--- src/rtl/perceptron_pkg.sv ---
// Shared widths, class encodings and FSM state type for the perceptron evaluator.
package perceptron_pkg;

    localparam int unsigned XW_DEF = 7;
    localparam int unsigned WW_DEF = 14;
    localparam int unsigned CW_DEF = 10;

    localparam logic [1:0] CLS_POS = 2'b01;
    localparam logic [1:0] CLS_NEG = 2'b11;

    typedef enum logic [2:0] {
        IDLE,
        LOAD,
        RUN,
        DRAIN,
        DONE
    } state_t;

endpackage

--- src/rtl/perceptron_dot.sv ---
// Two-stage signed dot product yin = x1*w1 + x2*w2 + b.
// Stage 1 registers both products. Stage 2 is the final adder, presented
// combinationally so the consumer's result register closes the second stage.
module perceptron_dot
    import perceptron_pkg::*;
#(
    parameter  int unsigned XW = XW_DEF,
    parameter  int unsigned WW = WW_DEF,
    localparam int unsigned PW = XW + WW,
    localparam int unsigned YW = XW + WW + 2
) (
    input  logic                 clk,
    input  logic                 rst,
    input  logic                 in_valid,
    input  logic signed [XW-1:0] x1,
    input  logic signed [XW-1:0] x2,
    input  logic signed [WW-1:0] w1,
    input  logic signed [WW-1:0] w2,
    input  logic signed [WW-1:0] b,
    output logic                 out_valid,
    output logic signed [YW-1:0] yin_c
);

    logic signed [PW-1:0] prod1;
    logic signed [PW-1:0] prod2;

    // Stage 1: register both full-width products and the valid bit.
    always_ff @(posedge clk) begin
        if (rst) begin
            out_valid <= 1'b0;
            prod1     <= '0;
            prod2     <= '0;
        end else begin
            out_valid <= in_valid;
            if (in_valid) begin
                prod1 <= PW'(x1) * PW'(w1);
                prod2 <= PW'(x2) * PW'(w2);
            end
        end
    end

    // Stage 2: sign-extended sum plus bias; YW bits cannot overflow.
    assign yin_c = YW'(prod1) + YW'(prod2) + YW'(b);

endmodule

--- src/rtl/perceptron_evaluator.sv ---
// Captures trained weights on start, classifies a stream of test samples,
// and accumulates saturating sample/error counts for the run.
module perceptron_evaluator
    import perceptron_pkg::*;
#(
    parameter int unsigned XW = XW_DEF,
    parameter int unsigned WW = WW_DEF,
    parameter int unsigned CW = CW_DEF
) (
    input  logic                 clk,
    input  logic                 rst,
    input  logic                 start,
    input  logic signed [WW-1:0] w1,
    input  logic signed [WW-1:0] w2,
    input  logic signed [WW-1:0] b,
    input  logic                 s_valid,
    output logic                 s_ready,
    input  logic signed [XW-1:0] x1,
    input  logic signed [XW-1:0] x2,
    input  logic [1:0]           t,
    input  logic                 s_last,
    output logic                 p_valid,
    output logic [1:0]           p_class,
    output logic                 p_match,
    output logic                 busy,
    output logic                 done,
    output logic [CW-1:0]        total_cnt,
    output logic [CW-1:0]        err_cnt
);

    localparam int unsigned YW = XW + WW + 2;
    localparam logic [CW-1:0] CNT_MAX = '1;
    localparam logic signed [YW-1:0] YIN_ZERO = '0;

    state_t state;
    state_t next_state;

    logic signed [WW-1:0] w1_q;
    logic signed [WW-1:0] w2_q;
    logic signed [WW-1:0] b_q;
    logic [1:0]           t_q;
    logic                 dot_valid;
    logic signed [YW-1:0] yin_c;
    logic [1:0]           cls_c;
    logic                 accept;
    logic                 start_ok;
    logic                 s_ready_d;
    logic                 busy_d;
    logic                 done_d;

    assign accept   = s_valid & s_ready;
    assign start_ok = start & ((state == IDLE) | (state == DONE));
    assign cls_c    = (yin_c < YIN_ZERO) ? CLS_NEG : CLS_POS;

    // State register.
    always_ff @(posedge clk) begin
        if (rst) begin
            state <= IDLE;
        end else begin
            state <= next_state;
        end
    end

    // Next-state logic; start is honoured only from IDLE or DONE.
    always_comb begin
        next_state = state;
        case (state)
            IDLE, DONE: if (start)             next_state = LOAD;
            LOAD:                              next_state = RUN;
            RUN:        if (accept && s_last)  next_state = DRAIN;
            DRAIN:      if (p_valid && !dot_valid) next_state = DONE;
            default:                           next_state = IDLE;
        endcase
    end

    // Output decode from the upcoming state so the flops line up with it.
    always_comb begin
        s_ready_d = 1'b0;
        busy_d    = 1'b0;
        done_d    = 1'b0;
        s_ready_d = (next_state == RUN);
        busy_d    = (next_state == LOAD) || (next_state == RUN) || (next_state == DRAIN);
        done_d    = (state == DRAIN) && (next_state == DONE);
    end

    // Registered control outputs.
    always_ff @(posedge clk) begin
        if (rst) begin
            s_ready <= 1'b0;
            busy    <= 1'b0;
            done    <= 1'b0;
        end else begin
            s_ready <= s_ready_d;
            busy    <= busy_d;
            done    <= done_d;
        end
    end

    // Weight capture on accepted start; target rides alongside stage 1.
    always_ff @(posedge clk) begin
        if (rst) begin
            w1_q <= '0;
            w2_q <= '0;
            b_q  <= '0;
            t_q  <= '0;
        end else begin
            if (start_ok) begin
                w1_q <= w1;
                w2_q <= w2;
                b_q  <= b;
            end
            if (accept) begin
                t_q <= t;
            end
        end
    end

    perceptron_dot #(
        .XW (XW),
        .WW (WW)
    ) u_dot (
        .clk       (clk),
        .rst       (rst),
        .in_valid  (accept),
        .x1        (x1),
        .x2        (x2),
        .w1        (w1_q),
        .w2        (w2_q),
        .b         (b_q),
        .out_valid (dot_valid),
        .yin_c     (yin_c)
    );

    // Result register: class and match held until the next result.
    always_ff @(posedge clk) begin
        if (rst) begin
            p_valid <= 1'b0;
            p_class <= 2'b00;
            p_match <= 1'b0;
        end else begin
            p_valid <= dot_valid;
            if (dot_valid) begin
                p_class <= cls_c;
                // cls_c is always a legal code, so illegal targets never match.
                p_match <= (cls_c == t_q);
            end
        end
    end

    // Saturating run counters, cleared when a new run is started.
    always_ff @(posedge clk) begin
        if (rst) begin
            total_cnt <= '0;
            err_cnt   <= '0;
        end else if (start_ok) begin
            total_cnt <= '0;
            err_cnt   <= '0;
        end else if (p_valid) begin
            if (total_cnt != CNT_MAX) begin
                total_cnt <= total_cnt + CW'(1);
            end
            if (!p_match && (err_cnt != CNT_MAX)) begin
                err_cnt <= err_cnt + CW'(1);
            end
        end
    end

endmodule

--- config.mk ---
export PLATFORM = sky130hd
export DESIGN_NAME = perceptron_evaluator
export DESIGN_NICKNAME = d
export VERILOG_FILES = /design/src/rtl/perceptron_pkg.sv /design/src/rtl/perceptron_dot.sv /design/src/rtl/perceptron_evaluator.sv
export SDC_FILE = /design/constraint.sdc
export NUM_CORES = 1
export LEC_CHECK = 0
export CORE_ASPECT_RATIO = 0.75
export CORE_MARGIN = 2
export CORE_UTILIZATION = 30
export DETAILED_ROUTE_END_ITERATION = 8
export DONT_BUFFER_PORTS = 1
export GPL_TIMING_DRIVEN = 1
export SLEW_MARGIN = 30
export SYNTH_ARGS = -nofsm -noshare
export SYNTH_HDL_FRONTEND = slang
export SYNTH_SLANG_ARGS = --single-unit
--- constraint.sdc ---
create_clock -name clk -period 8.42 [get_ports clk]
set_input_delay 2.105 -clock clk [delete_from_list [all_inputs] [get_ports clk]]
set_output_delay 2.105 -clock clk [all_outputs]
set_load 0.01 [all_outputs]
## Word level (Yosys, flattened, before mapping)

Index checks and enable logic that the tools add are counted.

- $add $sub $neg: 4
- Multiply operators: 2
- Div/mod/pow operators: 0
- Order comparisons: 1
- Eq/ne operators: 11
- Shift-type cells: 0
- Multiplexer cells: 5
- Bitwise operators: 3
- Reduce and logical (&&, ||, !) cells: 13

Operators by type and width:

| cell | count |
|---|---|
| multiplier 7 x 14 -> 21 bit | 2 |
| adder 22 x 14 -> 23 bit | 1 |
| less-than comparator 23 x 1 -> 1 bit, second input constant | 1 |
| adder 21 x 21 -> 22 bit | 1 |
| adder 10 x 1 -> 10 bit, second input constant | 2 |
| != test 10 bit, second input constant | 2 |
| equality test 3 x 2 -> 1 bit, second input constant | 4 |
| one-hot mux 3 bit (4 select lines) | 1 |
| two-way mux 3 bit | 3 |
| equality test 3 x 1 -> 1 bit, second input constant | 2 |
| equality test 3 bit, second input constant | 2 |
| logical AND 1 bit | 4 |
| AND reduction 2 bit | 2 |
| OR reduction 2 bit | 2 |
| zero test 3 bit | 1 |
| AND 1 bit | 2 |
| equality test 2 bit | 1 |
| zero test 1 bit | 2 |
| logical OR 1 bit | 2 |
| two-way mux 2 bit | 1 |
| bitwise OR 1 bit | 1 |

- Register bits: 117
- Bits in latches: 0
- Bits in writable memories: 0
- ROM bits: 0
- Input port bits: 63
- Output and inout port bits: 27
- Word-level logic and storage cells: 55
- Memories: 0

## Longest topological paths before layout

- Depth in word-level cells: 7
- Depth in mapped cells: 18
- Mapped depth without buffers: 17

## Cells and area by module

From an unflattened synthesis, not the netlist that was laid out.

- Cell total of the unflattened synthesis: 1453
- Area total of the unflattened synthesis: 12844.8 µm²

Modules (own cells, without submodules):

| module | times used | cells each | area an instance (µm²) | seq. area each (µm²) |
|---|---|---|---|---|
| perceptron_dot | 1 | 1113 | 10008.3 | 860.8 |
| perceptron_evaluator | 1 | 340 | 2836.5 | 1481.4 |

## Worst setup path before layout

OpenSTA, ideal clock, no wires.

- Path kind: input-to-reg
- Start: input x2[6]
- End: register u_dot.prod2[20]
- Library setup time: 0.117 ns
- Data arrival time: 6.634 ns
- Required time: 8.303 ns
- Setup slack: 1.669 ns
- Stages on the path: 17
- Path buffers: 1
- Path through: inv_1 > clkbuf_1 > nor2_1 > fa_1 > fa_1 > fa_1 > inv_1 > fa_1 > inv_1 > ha_1 > a21oi_2 > o21ai_1 > o311a_1 > o41a_1 > a221oi_2 > xnor2_1 > a22o_1

- Cells in the longest elaborated chain, start to end: 1

RTL lines:

| what | RTL line | RTL |
|---|---|---|
| start, declared | perceptron_evaluator.sv:19 | `input logic signed [XW-1:0] x2,` |
| multiplier 7 x 14 -> 21 bit | perceptron_dot.sv:37 | `prod2 <= PW'(x2) * PW'(w2);` |
| end signal, assigned | perceptron_dot.sv:37 |  |
| end, declared | perceptron_dot.sv:25 | `logic signed [PW-1:0] prod2;` |

No other way between the ends.
A chain may end at the register's enable or synchronous reset.

## Worst setup path in the final report

Ends and elaborated chain as after synthesis.

==> implementation parameters <==
Parameter                              Value

Status
  Status ... completed

CTS
  H-tree depth reported by CTS ... 4
  CTS tree ... done
  Cell at the root of the clock tree ... sky130_fd_sc_hd__clkbuf_16
  Clock-pin slew of the registers on the worst-case setup and hold paths ... 0.06 ns
  Max clock buf depth ... 2
  Total of hold buffers inserted after clock tree synthesis ... 0
  Skew-Pair Late Insertion Delay ... 0.45 ns
  Number of buffers inserted during clock tree synthesis ... 17
  Post-CTS Setup Repair Bufs ... 0
  # clock sinks ... 117
  Cts repair resizes ... 0

Route
  Iter 0 DRT Violations ... 418
  Top routing layer used ... met4
  Post-DR wirelength/cell ... 15.2 µm
  Met2 Wirelength ... 12100 µm
  Detailed-routing wirelength on met1 ... 14300 µm
  Total number of vias ... 8760
  DRC violations left ... 0
  First-pass DRT Iterations ... 5
  Total wire length ... 28200 µm
  Vias per cell ... 4.71
  Detail Route Antenna Nets ... 0
  Wire length on met3 ... 1370 µm

Global routing
  Global-route total usage across every layer ... 14.8%
  Via count of the first global-routing pass ... 9178
  First-pass GRT wire length ... 47800 µm
  Remaining Overflow, GRT ... 0
  Maximum number of pins on one net before global-route repair ... 96
  Number of antenna violations at the first check in global routing ... 0

Synthesis
  Count of flip-flops with a built-in enable after synthesis ... 0
  Fraction of the mapped netlist area in adder cells ... 39.6%
  Commonest register cell after synthesis ... sky130_fd_sc_hd__dfxtp_1
  Sequential area share after synthesis ... 19.7%
  Share of flip-flops with an asynchronous set or reset ... 0%
  Post-synthesis average cell area ... 8.83 µm²
  Post-Syn Instances ... 1346
  Synthesized flop and latch total ... 117
  Netlist Area Pre-Place ... 0.0119 mm²
  Combinational family with the most area after synthesis ... adder cells
  Compound-cell area share of the yosys netlist ... 9.87%
  Xor/xnor share of the synthesized area ... 3.91%
  Synthesis warning total ... 0
  Number of nets produced by synthesis ... 1684
  Post-Synth Simple-Gate Area ... 19.3%
  Post-synthesis mux area share ... 0.337%
  Count of different cell masters after synthesis ... 51

Floorplan
  Die extent in x ... 234 µm
  Io pins ... 90
  Total Die Area ... 0.0412 mm²
  Die outline height ... 176 µm
  Starting density of the core ... 30.3%
  Number of cell rows ... 63
  Core area ... 0.0393 mm²

Cells and area
  Number of antenna diodes ... 0
  Area delta synth->final ... 9.43%
  Number of nets in the layout ... 1665
  Design Area, Final ... 0.0130 mm²
  Fraction of layout instances using a drive strength above 1 ... 3.13%
  Layout Cells excl Fill ... 1860
  Filler Cells Inserted ... 4105
  Area used by multi-input combinational logic ... 0.00869 mm²
  Register Area ... 0.00234 mm²

Critical path
  CP Launch Type ... primary input
  Register-to-Register Setup Slack ... 3.19 ns
  Data arrival time of the critical path ... 6.89 ns
  Class of the most critical setup path ... primary input to flip-flop
  End of the worst register-to-register path ... u_dot.prod2[20]$_SDFFE_PP0P_
  Crit. Startpoint ... x2[6]
  Kind of capture point of the worst setup path ... flip-flop
  End point of the critical path ... u_dot.prod2[20]$_SDFFE_PP0P_
  Reg2Reg Launch Point ... w2_q[0]$_SDFFE_PP0P_
  Worst-path fanout max ... 12
  Required time of the critical path ... 8.75 ns
  Number of cells on the worst reg-to-reg path ... 16

STA
  Worst Tran Pin Value ... 0.812 ns
  Highest clock frequency the design can meet ... 153 MHz
  Setup ws final ... 1.86 ns
  Pins over their slew limit ... 0
  Total negative slack ... 0 ns
  Slew margin rel. ... 45.9%
  Final number of hold-violating endpoints ... 0
  Setup Viol. Count Final ... 0
  Final critical path time including I/O delays and setup ... 6.56 ns
  Clock skew after layout ... 0.0136 ns
  Worst hold-check slack ... 0.453 ns
  RSZ-0062 raised after global routing ... no
  Final Cycle Share ... 77.9%

Placement
  Post-DP HPWL ... 22100 µm
  Worst Setup Slack post-DPL ... 1.42 ns
  GPL Wtd Cong ... 0.815
  Port Buf Inserts ... 0
  # placed instances ... 1828
  Post-Place Cell Area ... 0.0124 mm²

Pwr
  Leakage power summed over all cells ... 5.99 nW
  Areal power density over the cells ... 173 mW/mm²
  Peak supply drop ... 0.148 mV

Run
  Count of max-cap constraint violations ... 0

Hold path
  Path type of the worst min-delay path ... flip-flop to flip-flop
## synth_stat cells, types with 5 or more instances
| cell | number | share of area [%] |
|---|---|---|
| sky130_fd_sc_hd__nand2b_1 | 10 | 0.53 |
| sky130_fd_sc_hd__xnor2_1 | 37 | 2.7 |
| sky130_fd_sc_hd__o21ai_1 | 9 | 0.38 |
| sky130_fd_sc_hd__and3_1 | 5 | 0.26 |
| sky130_fd_sc_hd__xor2_1 | 16 | 1.2 |
| sky130_fd_sc_hd__dfxtp_1 | 117 | 20 |
| sky130_fd_sc_hd__fa_1 | 168 | 28 |
| sky130_fd_sc_hd__nor3_1 | 6 | 0.25 |
| sky130_fd_sc_hd__or3_1 | 6 | 0.32 |
| sky130_fd_sc_hd__and2_1 | 143 | 7.5 |
| sky130_fd_sc_hd__a21oi_1 | 110 | 4.6 |
| sky130_fd_sc_hd__a211oi_1 | 11 | 0.70 |
| sky130_fd_sc_hd__nand2_1 | 192 | 6.1 |
| sky130_fd_sc_hd__nand3_1 | 12 | 0.51 |
| sky130_fd_sc_hd__a21o_1 | 10 | 0.63 |
| sky130_fd_sc_hd__nand4_1 | 11 | 0.58 |
| sky130_fd_sc_hd__clkbuf_1 | 41 | 1.3 |
| sky130_fd_sc_hd__nor2_1 | 67 | 2.1 |
| sky130_fd_sc_hd__o21ai_0 | 17 | 0.72 |
| sky130_fd_sc_hd__o211ai_1 | 5 | 0.32 |
| sky130_fd_sc_hd__inv_1 | 188 | 5.9 |
| sky130_fd_sc_hd__ha_1 | 107 | 11 |
| sky130_fd_sc_hd__a22o_1 | 5 | 0.37 |
## placed cells by master, fill, tap and decap left out, types with 5 or more instances in the layout
| cell type | netlist | routed |
|---|---|---|
| sky130_fd_sc_hd__a211oi_1 | 11 | 11 |
| sky130_fd_sc_hd__a21o_1 | 10 | 10 |
| sky130_fd_sc_hd__a21oi_1 | 110 | 110 |
| sky130_fd_sc_hd__a22o_1 | 5 | 5 |
| sky130_fd_sc_hd__and2_1 | 143 | 143 |
| sky130_fd_sc_hd__and3_1 | 5 | 5 |
| sky130_fd_sc_hd__clkbuf_16 | 0 | 17 |
| sky130_fd_sc_hd__dfxtp_1 | 117 | 117 |
| sky130_fd_sc_hd__fa_1 | 168 | 168 |
| sky130_fd_sc_hd__ha_1 | 107 | 107 |
| sky130_fd_sc_hd__inv_1 | 188 | 188 |
| sky130_fd_sc_hd__inv_6 | 0 | 5 |
| sky130_fd_sc_hd__nand2_1 | 192 | 191 |
| sky130_fd_sc_hd__nand2b_1 | 10 | 10 |
| sky130_fd_sc_hd__nand3_1 | 12 | 12 |
| sky130_fd_sc_hd__nand4_1 | 11 | 11 |
| sky130_fd_sc_hd__nor2_1 | 67 | 67 |
| sky130_fd_sc_hd__nor3_1 | 6 | 5 |
| sky130_fd_sc_hd__o211ai_1 | 5 | 5 |
| sky130_fd_sc_hd__o21ai_0 | 17 | 17 |
| sky130_fd_sc_hd__o21ai_1 | 9 | 9 |
| sky130_fd_sc_hd__or3_1 | 6 | 6 |
| sky130_fd_sc_hd__xnor2_1 | 37 | 37 |
| sky130_fd_sc_hd__xor2_1 | 16 | 16 |
## cell families after synthesis
kind of cell / count (synthesis)
buffers and inverters: 230
xor gates and xnor gates: 53
DFF: 117
muxes: 4
and+or+nand+nor: 470
AOI/OAI and AO/OA: 197
adders and majority gates: 275
## flip-flops by register name, summed over array words and instances (netlist names), 2 cells and up
signal / count
b_q: 14
err_cnt: 10
p_class: 2
state: 3
t_q: 2
total_cnt: 10
u_dot.prod1: 21
u_dot.prod2: 21
w1_q: 14
w2_q: 14
## routing by layer
metal / track usage, % / vias up
met5: 0 / -
met4: 3.82 / 0
met3: 3.75 / 31
met2: 22.3 / 169
met1: 21.0 / 4306
li1: - / 4254
## worst max-delay path, stage by stage
cell	delay, ns
sky130_fd_sc_hd__inv_1	0.33
sky130_fd_sc_hd__nor2_1	0.12
sky130_fd_sc_hd__fa_1	0.52
sky130_fd_sc_hd__fa_1	0.52
sky130_fd_sc_hd__fa_1	0.54
sky130_fd_sc_hd__inv_1	0.05
sky130_fd_sc_hd__fa_1	0.53
sky130_fd_sc_hd__inv_1	0.04
sky130_fd_sc_hd__ha_1	0.37
sky130_fd_sc_hd__a21oi_2	0.20
sky130_fd_sc_hd__o21ai_1	0.15
sky130_fd_sc_hd__o311a_1	0.35
sky130_fd_sc_hd__o41a_1	0.46
sky130_fd_sc_hd__a221oi_2	0.29
sky130_fd_sc_hd__xnor2_1	0.11
sky130_fd_sc_hd__a22o_1	0.20
## stage by stage
stage,util (%),power [mW]
floorplan,-,1.34
global placement,31.6,1.51
detailed placement,31.6,1.53
CTS,33.1,2.28
global route,33.1,2.45
finish,33.1,2.25
## power breakdown
part	switching (mW)	internal, mW
registers	0.0401	0.580
logic	0.515	0.375
clock network	0.319	0.418
total	0.874	1.37
## final cells by class
type	count	share of cell area (%)
Multi-Input combinational cell	999	66.8
Sequential cell	117	18.0
Inverter	188	5.43
Tap cell	520	5.01
Clock buffer	17	3.27
Clock inverter	15	1.22
Timing Repair Buffer	4	0.231
## worst min-delay path by stage
stage / startpoint / endpoint / slack (ns) / cells after the start
2_1_floorplan: u_dot.prod1[0]$_SDFFE_PP0P_ / u_dot.prod1[0]$_SDFFE_PP0P_ / 0.43 / 2
3_3_place_gp: t_q[0]$_SDFFE_PP0P_ / t_q[0]$_SDFFE_PP0P_ / 0.44 / 2
3_5_place_dp: u_dot.prod1[0]$_SDFFE_PP0P_ / u_dot.prod1[0]$_SDFFE_PP0P_ / 0.44 / 2
4_1_cts: u_dot.prod1[0]$_SDFFE_PP0P_ / u_dot.prod1[0]$_SDFFE_PP0P_ / 0.45 / 2
5_1_grt: t_q[0]$_SDFFE_PP0P_ / t_q[0]$_SDFFE_PP0P_ / 0.47 / 2
6_report: t_q[0]$_SDFFE_PP0P_ / t_q[0]$_SDFFE_PP0P_ / 0.45 / 2
Note: power is estimated with default switching activity, not from simulation.
